[config.mk]
export PLATFORM = sky130hd
export DESIGN_NAME = register_bank_sb
export DESIGN_NICKNAME = d
export VERILOG_FILES = /design/src/rtl/register_bank_sb.sv
export SDC_FILE = /design/constraint.sdc
export NUM_CORES = 1
export LEC_CHECK = 0
export BUFFER_PORTS_ARGS = -buffer_cell sky130_fd_sc_hd__buf_4
export CORE_MARGIN = 2
export CORE_UTILIZATION = 55
export CTS_CLUSTER_SIZE = 14
export DETAILED_ROUTE_END_ITERATION = 12
export PLACE_DENSITY_LB_ADDON = 0.05
export SLEW_MARGIN = 20
export SYNTH_ARGS = -nofsm -noshare
export SYNTH_HDL_FRONTEND = slang
export SYNTH_SLANG_ARGS = --single-unit
[constraint.sdc]
create_clock -name clk -period 18.05 [get_ports clk]
set_clock_uncertainty 0.05 [all_clocks]
set_input_delay 3.61 -clock clk [delete_from_list [all_inputs] [get_ports clk]]
set_output_delay 3.61 -clock clk [all_outputs]
set_load 0.01 [all_outputs]
[src/rtl/register_bank_sb.sv]
// Parametrised register bank with read bypass, optional zero register, busy scoreboard
// and a one-entry-per-cycle synchronous clear sweep.
module register_bank_sb #(
  parameter int unsigned DATA_W  = 16,
  parameter int unsigned ADDR_W  = 3,
  parameter bit          BYPASS  = 1'b1,
  parameter bit          R0_ZERO = 1'b0
) (
  input  logic              clk,
  input  logic              rst,
  input  logic [ADDR_W-1:0] raddr1,
  input  logic [ADDR_W-1:0] raddr2,
  output logic [DATA_W-1:0] rdata1,
  output logic [DATA_W-1:0] rdata2,
  output logic              busy1,
  output logic              busy2,
  input  logic              wen,
  input  logic [ADDR_W-1:0] waddr,
  input  logic [DATA_W-1:0] wdata,
  input  logic              lock_en,
  input  logic [ADDR_W-1:0] lock_addr,
  input  logic              clr,
  output logic              clr_busy,
  output logic              clr_done
);

  localparam int unsigned DEPTH = 2 ** ADDR_W;

  typedef enum logic [0:0] {StIdle, StSweep} state_e;

  state_e            state_q, state_d;
  logic [ADDR_W-1:0] idx_q, idx_d;
  logic [DATA_W-1:0] mem_q [DEPTH];
  logic [DATA_W-1:0] mem_d [DEPTH];
  logic [DEPTH-1:0]  busy_q, busy_d;

  logic [ADDR_W-1:0] raddr [2];
  logic [DATA_W-1:0] rd_q [2];
  logic [DATA_W-1:0] rd_d [2];
  logic [1:0]        bs_q, bs_d;

  logic idle, last, wr_ok, lk_ok;

  assign idle  = (state_q == StIdle);
  assign last  = (idx_q == ADDR_W'(DEPTH - 1));
  // Writes and locks only land in IDLE; entry 0 is immutable when hardwired to zero.
  assign wr_ok = wen && idle && !(R0_ZERO && (waddr == '0));
  assign lk_ok = lock_en && idle && !(R0_ZERO && (lock_addr == '0));

  assign clr_busy = (state_q == StSweep);
  assign clr_done = (state_q == StSweep) && last;

  always_comb begin
    state_d = state_q;
    idx_d   = idx_q;
    unique case (state_q)
      StIdle: begin
        if (clr) begin
          state_d = StSweep;
          idx_d   = '0;
        end
      end
      StSweep: begin
        if (last) begin
          state_d = StIdle;
          idx_d   = '0;
        end else begin
          idx_d = idx_q + ADDR_W'(1);
        end
      end
      default: state_d = StIdle;
    endcase
  end

  // Lock is applied after the write so a same-cycle lock leaves the entry busy.
  always_comb begin
    mem_d  = mem_q;
    busy_d = busy_q;
    if (wr_ok) begin
      mem_d[waddr]  = wdata;
      busy_d[waddr] = 1'b0;
    end
    if (lk_ok) begin
      busy_d[lock_addr] = 1'b1;
    end
    if (!idle) begin
      mem_d[idx_q]  = '0;
      busy_d[idx_q] = 1'b0;
    end
  end

  assign raddr[0] = raddr1;
  assign raddr[1] = raddr2;

  always_comb begin
    for (int p = 0; p < 2; p++) begin
      rd_d[p] = mem_q[raddr[p]];
      bs_d[p] = busy_q[raddr[p]];
      if (BYPASS && wr_ok && (waddr == raddr[p])) begin
        rd_d[p] = wdata;
        bs_d[p] = lk_ok && (lock_addr == raddr[p]);
      end
      if (R0_ZERO && (raddr[p] == '0)) begin
        rd_d[p] = '0;
        bs_d[p] = 1'b0;
      end
    end
  end

  always_ff @(posedge clk or posedge rst) begin
    if (rst) begin
      state_q <= StIdle;
      idx_q   <= '0;
      busy_q  <= '0;
      bs_q    <= '0;
      for (int unsigned i = 0; i < DEPTH; i++) begin
        mem_q[i] <= '0;
      end
      rd_q[0] <= '0;
      rd_q[1] <= '0;
    end else begin
      state_q <= state_d;
      idx_q   <= idx_d;
      busy_q  <= busy_d;
      bs_q    <= bs_d;
      mem_q   <= mem_d;
      rd_q[0] <= rd_d[0];
      rd_q[1] <= rd_d[1];
    end
  end

  assign rdata1 = rd_q[0];
  assign rdata2 = rd_q[1];
  assign busy1  = bs_q[0];
  assign busy2  = bs_q[1];

endmodule

# Word level (Yosys, flattened, before mapping)
# Index checks and enable logic that the tools add are counted.
# totals
reg_bits	174
latchBits	0
ramBits	0
mem_bits_ro	0
in_bits	33
out_inout_bits	36
elab_cells	95
memories	0
# op_classes
addsub	1
multipliers	0
n_div	0
magnitude_cmp	14
n_eq_ne	6
shift	0
mux	36
n_bitwise	12
n_reduce_logical	12
# op_table
op	n
$mux 128	2
$and 128x128->128	1
$bwmux 128	1
$mux 16	8
$not 128->128	1
$bmux 16 s3	2
$demux 16 s3	2
$mux 8	3
$lt 3x4->1 const B	5
$and 8x8->8	2
$ge 4x4->1 const B	4
$not 3->4	4
$not 8->8	2
$eq 3x3->1	4
$logic_and 1x1->1	12
$demux 1 s3	3
$ge 3x1->1 const B	3
$mux 1	9
$lt 4x1->1 const B	2
$or 8x8->8	1
$bmux 1 s3	2
$mux 3	2
$pmux 3 s2	1
$add 3x1->3 const B	1
other kinds (4)	4

# Longest topological paths before layout
# logic_depth
word_depth	11
mapped_depth	6

# Worst setup path before layout
# No wires, ideal clock.
# synth_path
kind	input-to-reg
start	input raddr2[1]
end	register rd_q, in the netlist rdata2[8]
setup_ps	125
t_arrival_ps	5053
path_slack_ps	12822
stages	5
n_path_buf	2
path_cell_list	clkbuf_1 clkbuf_1 mux4_2 mux2_2 mux2_4
# synth_rtl
element	line_no	rtl
start, declared	12	input logic [ADDR_W-1:0] raddr2,
end, declared	38	logic [DATA_W-1:0] rd_q [2];

==> flow_summary.yaml <==
critical_path:
  path_buf_inv: 2
  cp_top_family: "buffers and inverters"
  r2r_end: "mem_q[57]"
  worstPathMaxFanout: 36
  slowest_delay_ns: 0.55
  crit_end: "rdata1[5]"
  required_ns: 18.32
  crit_chain: "buf_4, xnor2_1, nand4_1, buf_4, mux2_2"
  r2r_cells: 3
  cp_common_cell: "buf_4"
  cp.depth: 5
  critPathLaunch: "raddr1[0]"
  crit_type: "input port to register"
  cp-end-kind: "register"
  arrival_ns: 5.64
  rrSetupSlack_ns: 15.56
  slowest_stage: "nand4_1"
  rr_startpoint: "clr_busy"
  crit_path_start_kind: "input port"
clock_tree:
  postCtsHoldBufs: 0
  clk_latency_ns: 0.44
  cts_tree: "done"
  htreeDepth: 4
  cts_root_buf: "clkbuf_16"
  post_cts_buffers: 0
  clockBufferDepth: 2
  clock_sinks: 174
  cts-buffers-inserted: 17
  clkTransAtPathRegs_ns: 0.07
  cts_resized: 0
outcome:
  status: "finished, final reports clean"
layout:
  finish.utilization: 0.627
  num_antenna_cells: 0
  layout-drive-gt1-share: 0.229
  area_delta_synth_final_pct: 10.8
  fin_cells: 1122
  nets: 919
floorplanning:
  initial_core_util: 0.566
  die_y_um: 138
  die_w_um: 138
  core_sq_um: 17400
  rows: 48
  die_area_sq_um: 19000
  io_pins: 69
worst_hold_path:
  min_path_type: "register to register"
run:
  drv_cap: 0
timing:
  hold_viol: 0
  slew_violations: 0
  period_minus_slack_ns: 5.36
  tns_ns: 0
  worst_pin_slew_ns: 1.19
  fin_ws_ns: 12.69
  rsz0062_at_grt: "no"
  post-route-period-util: 0.297
  setup_viol: 0
  relSlewSlack: 0.207
  fmax_mhz: 186
global_route:
  grt_max_degree: 112
  grt_pass1_wl_um: 46400
  grt_pass1_vias: 8015
  grt_overflow: 0
  grt_usage: 0.335
  antenna_found_initial: 0
pwr:
  fin_total_pwr_mw: 1.46
  leakagePower_nw: 4.86
  irDropWorstVdd_v: 0.0000839
  p_per_area_nw_per_um2: 134
yosys:
  syn_area_sq_um: 9830
  syn-num-nets: 925
  syn_avg_cell_area_sq_um: 11.0
  ys_warn_count: 0
  yosysUniqueCellTypes: 33
  ys_ff_latch: 174
  ys_seq_area_frac: 0.443
  syn_inst: 890
drt:
  wl_per_cell_um: 26.5
  num_vias: 7929
  dr.first_iter.drc_count: 945
  wl_um: 29800
  first_pass_iters: 5
  route.detailed.drc: 0
  vias_per_cell: 7.07
  ant_nets: 0
placement:
  dp_cells: 1089
  dp_hpwl_um: 15900
  dp_worst_setup_slack_ns: 12.21
  portBuffers: 68
  place_congestion: 0.810
==> per-layer routing <==
layer,part of all wire,vias up,track usage
met5,0,-,0
met4,0.031,0,0.142
met3,0.083,79,0.0751
met2,0.49,428,0.547
met1,0.40,4078,0.433
li1,-,3344,-
==> cell families after synthesis <==
group                      Yosys count  share of synthesized area
AOI/OAI and AO/OA                  276                      0.141
and+or+nand+nor                    179                     0.0940
DFF                                174                      0.443
muxes                              136                      0.256
buffers and inverters              111                     0.0531
xor gates and xnor gates            12                     0.0107
adders and majority gates            2                    0.00255
==> where the power goes <==
group / leakage [nW] / switching, mW / internal (mW)
Sequential: 2.37 / 0.0909 / 0.519
Clock: 0.268 / 0.166 / 0.192
Combinational: 2.22 / 0.263 / 0.226
==> cells in the mapped netlist <==
cell      count  share of area
dfrtp_1     174           0.44
a21oi_1     136          0.069
nand3_1     131          0.067
o21ai_0     131          0.067
clkbuf_1     92          0.035
mux2_2       61          0.070
mux4_1       56           0.15
mux4_2       12          0.028
xnor2_1      12          0.011
nand2_1      10         0.0038
buf_6         8         0.0092
nand2b_1      8         0.0051
nor2_1        8         0.0031
o21ai_1       8         0.0041
nor2b_1       5         0.0032
buf_2         4         0.0020
mux2i_1       4         0.0041
nand4_1       4         0.0025
and3b_1       3         0.0027
mux2_4        3         0.0046
buf_12        2         0.0041
buf_4         2         0.0015
ha_1          2         0.0025
inv_1         2        0.00076
nand3b_1      2         0.0015
nor3_1        2         0.0010
nor3b_1       2         0.0015
and2_1        1        0.00064
and3_1        1        0.00064
buf_1         1        0.00038
o22ai_1       1        0.00064
or2_2         1        0.00064
or3b_1        1        0.00089
==> cell type report <==
type | count | area, sq um
fill | 1389 | 6470
multi-input combinational | 605 | 5030
sequential | 174 | 4350
timing repair buffer | 84 | 638
clock buffer | 18 | 429
tap | 225 | 282
clock inverter | 14 | 136
inverter | 2 | 15.0
==> worst min path at each step <==
stage / start / end / slack [ns] / depth (start not counted)
floorplan: idx_q[0] / idx_q[0] / 0.45 / 1
global placement: mem_q[45] / mem_q[45] / 0.48 / 2
detailed placement: idx_q[0] / idx_q[0] / 0.49 / 1
CTS: mem_q[56] / mem_q[56] / 0.50 / 2
global route: mem_q[97] / mem_q[97] / 0.54 / 2
finish: mem_q[56] / mem_q[56] / 0.50 / 2
==> tightest hold or removal path, delay by kind of cell, from the launching register on <==
family         cells  cell delay (ns)
AO/OA/AOI/OAI      2             0.13
flip-flops         1             0.38
==> flip-flops by register name, indices dropped and copies added (netlist names) <==
| signal | cells |
|---|---|
| mem_q | 128 |
| rdata1 | 16 |
| rdata2 | 16 |
| busy_q | 8 |
| idx_q | 3 |
| bs_q | 2 |
| clr_busy | 1 |
==> through the flow <==
| stage | hold WS (ns) | area, sq um |
|---|---|---|
| global placement | 0.483 | 10300 |
| CTS | 0.505 | 10900 |
| finish | 0.504 | 10900 |
| detailed placement | 0.493 | 10300 |
| global route | 0.537 | 10900 |
| floorplan | 0.455 | 9830 |
==> cells in the final DEF, fill, tap and decap left out, types with 2 or more instances in the layout <==
cell / count
xnor2_1: 12
nand3_1: 131
clkinvlp_4: 3
o21ai_1: 8
mux4_2: 12
mux4_1: 56
and3b_1: 3
dfrtp_1: 174
mux2i_1: 4
nor2_4: 6
nand2b_1: 7
mux2_4: 3
nand4_1: 4
inv_6: 4
nand2_1: 10
ha_1: 2
nor3_4: 2
o21ai_0: 131
clkinv_4: 5
buf_4: 83
nand3b_1: 2
mux2_2: 61
clkbuf_16: 17
a21oi_1: 136
nor2b_1: 4
No activity file was read; power rests on OpenSTA's default activity.
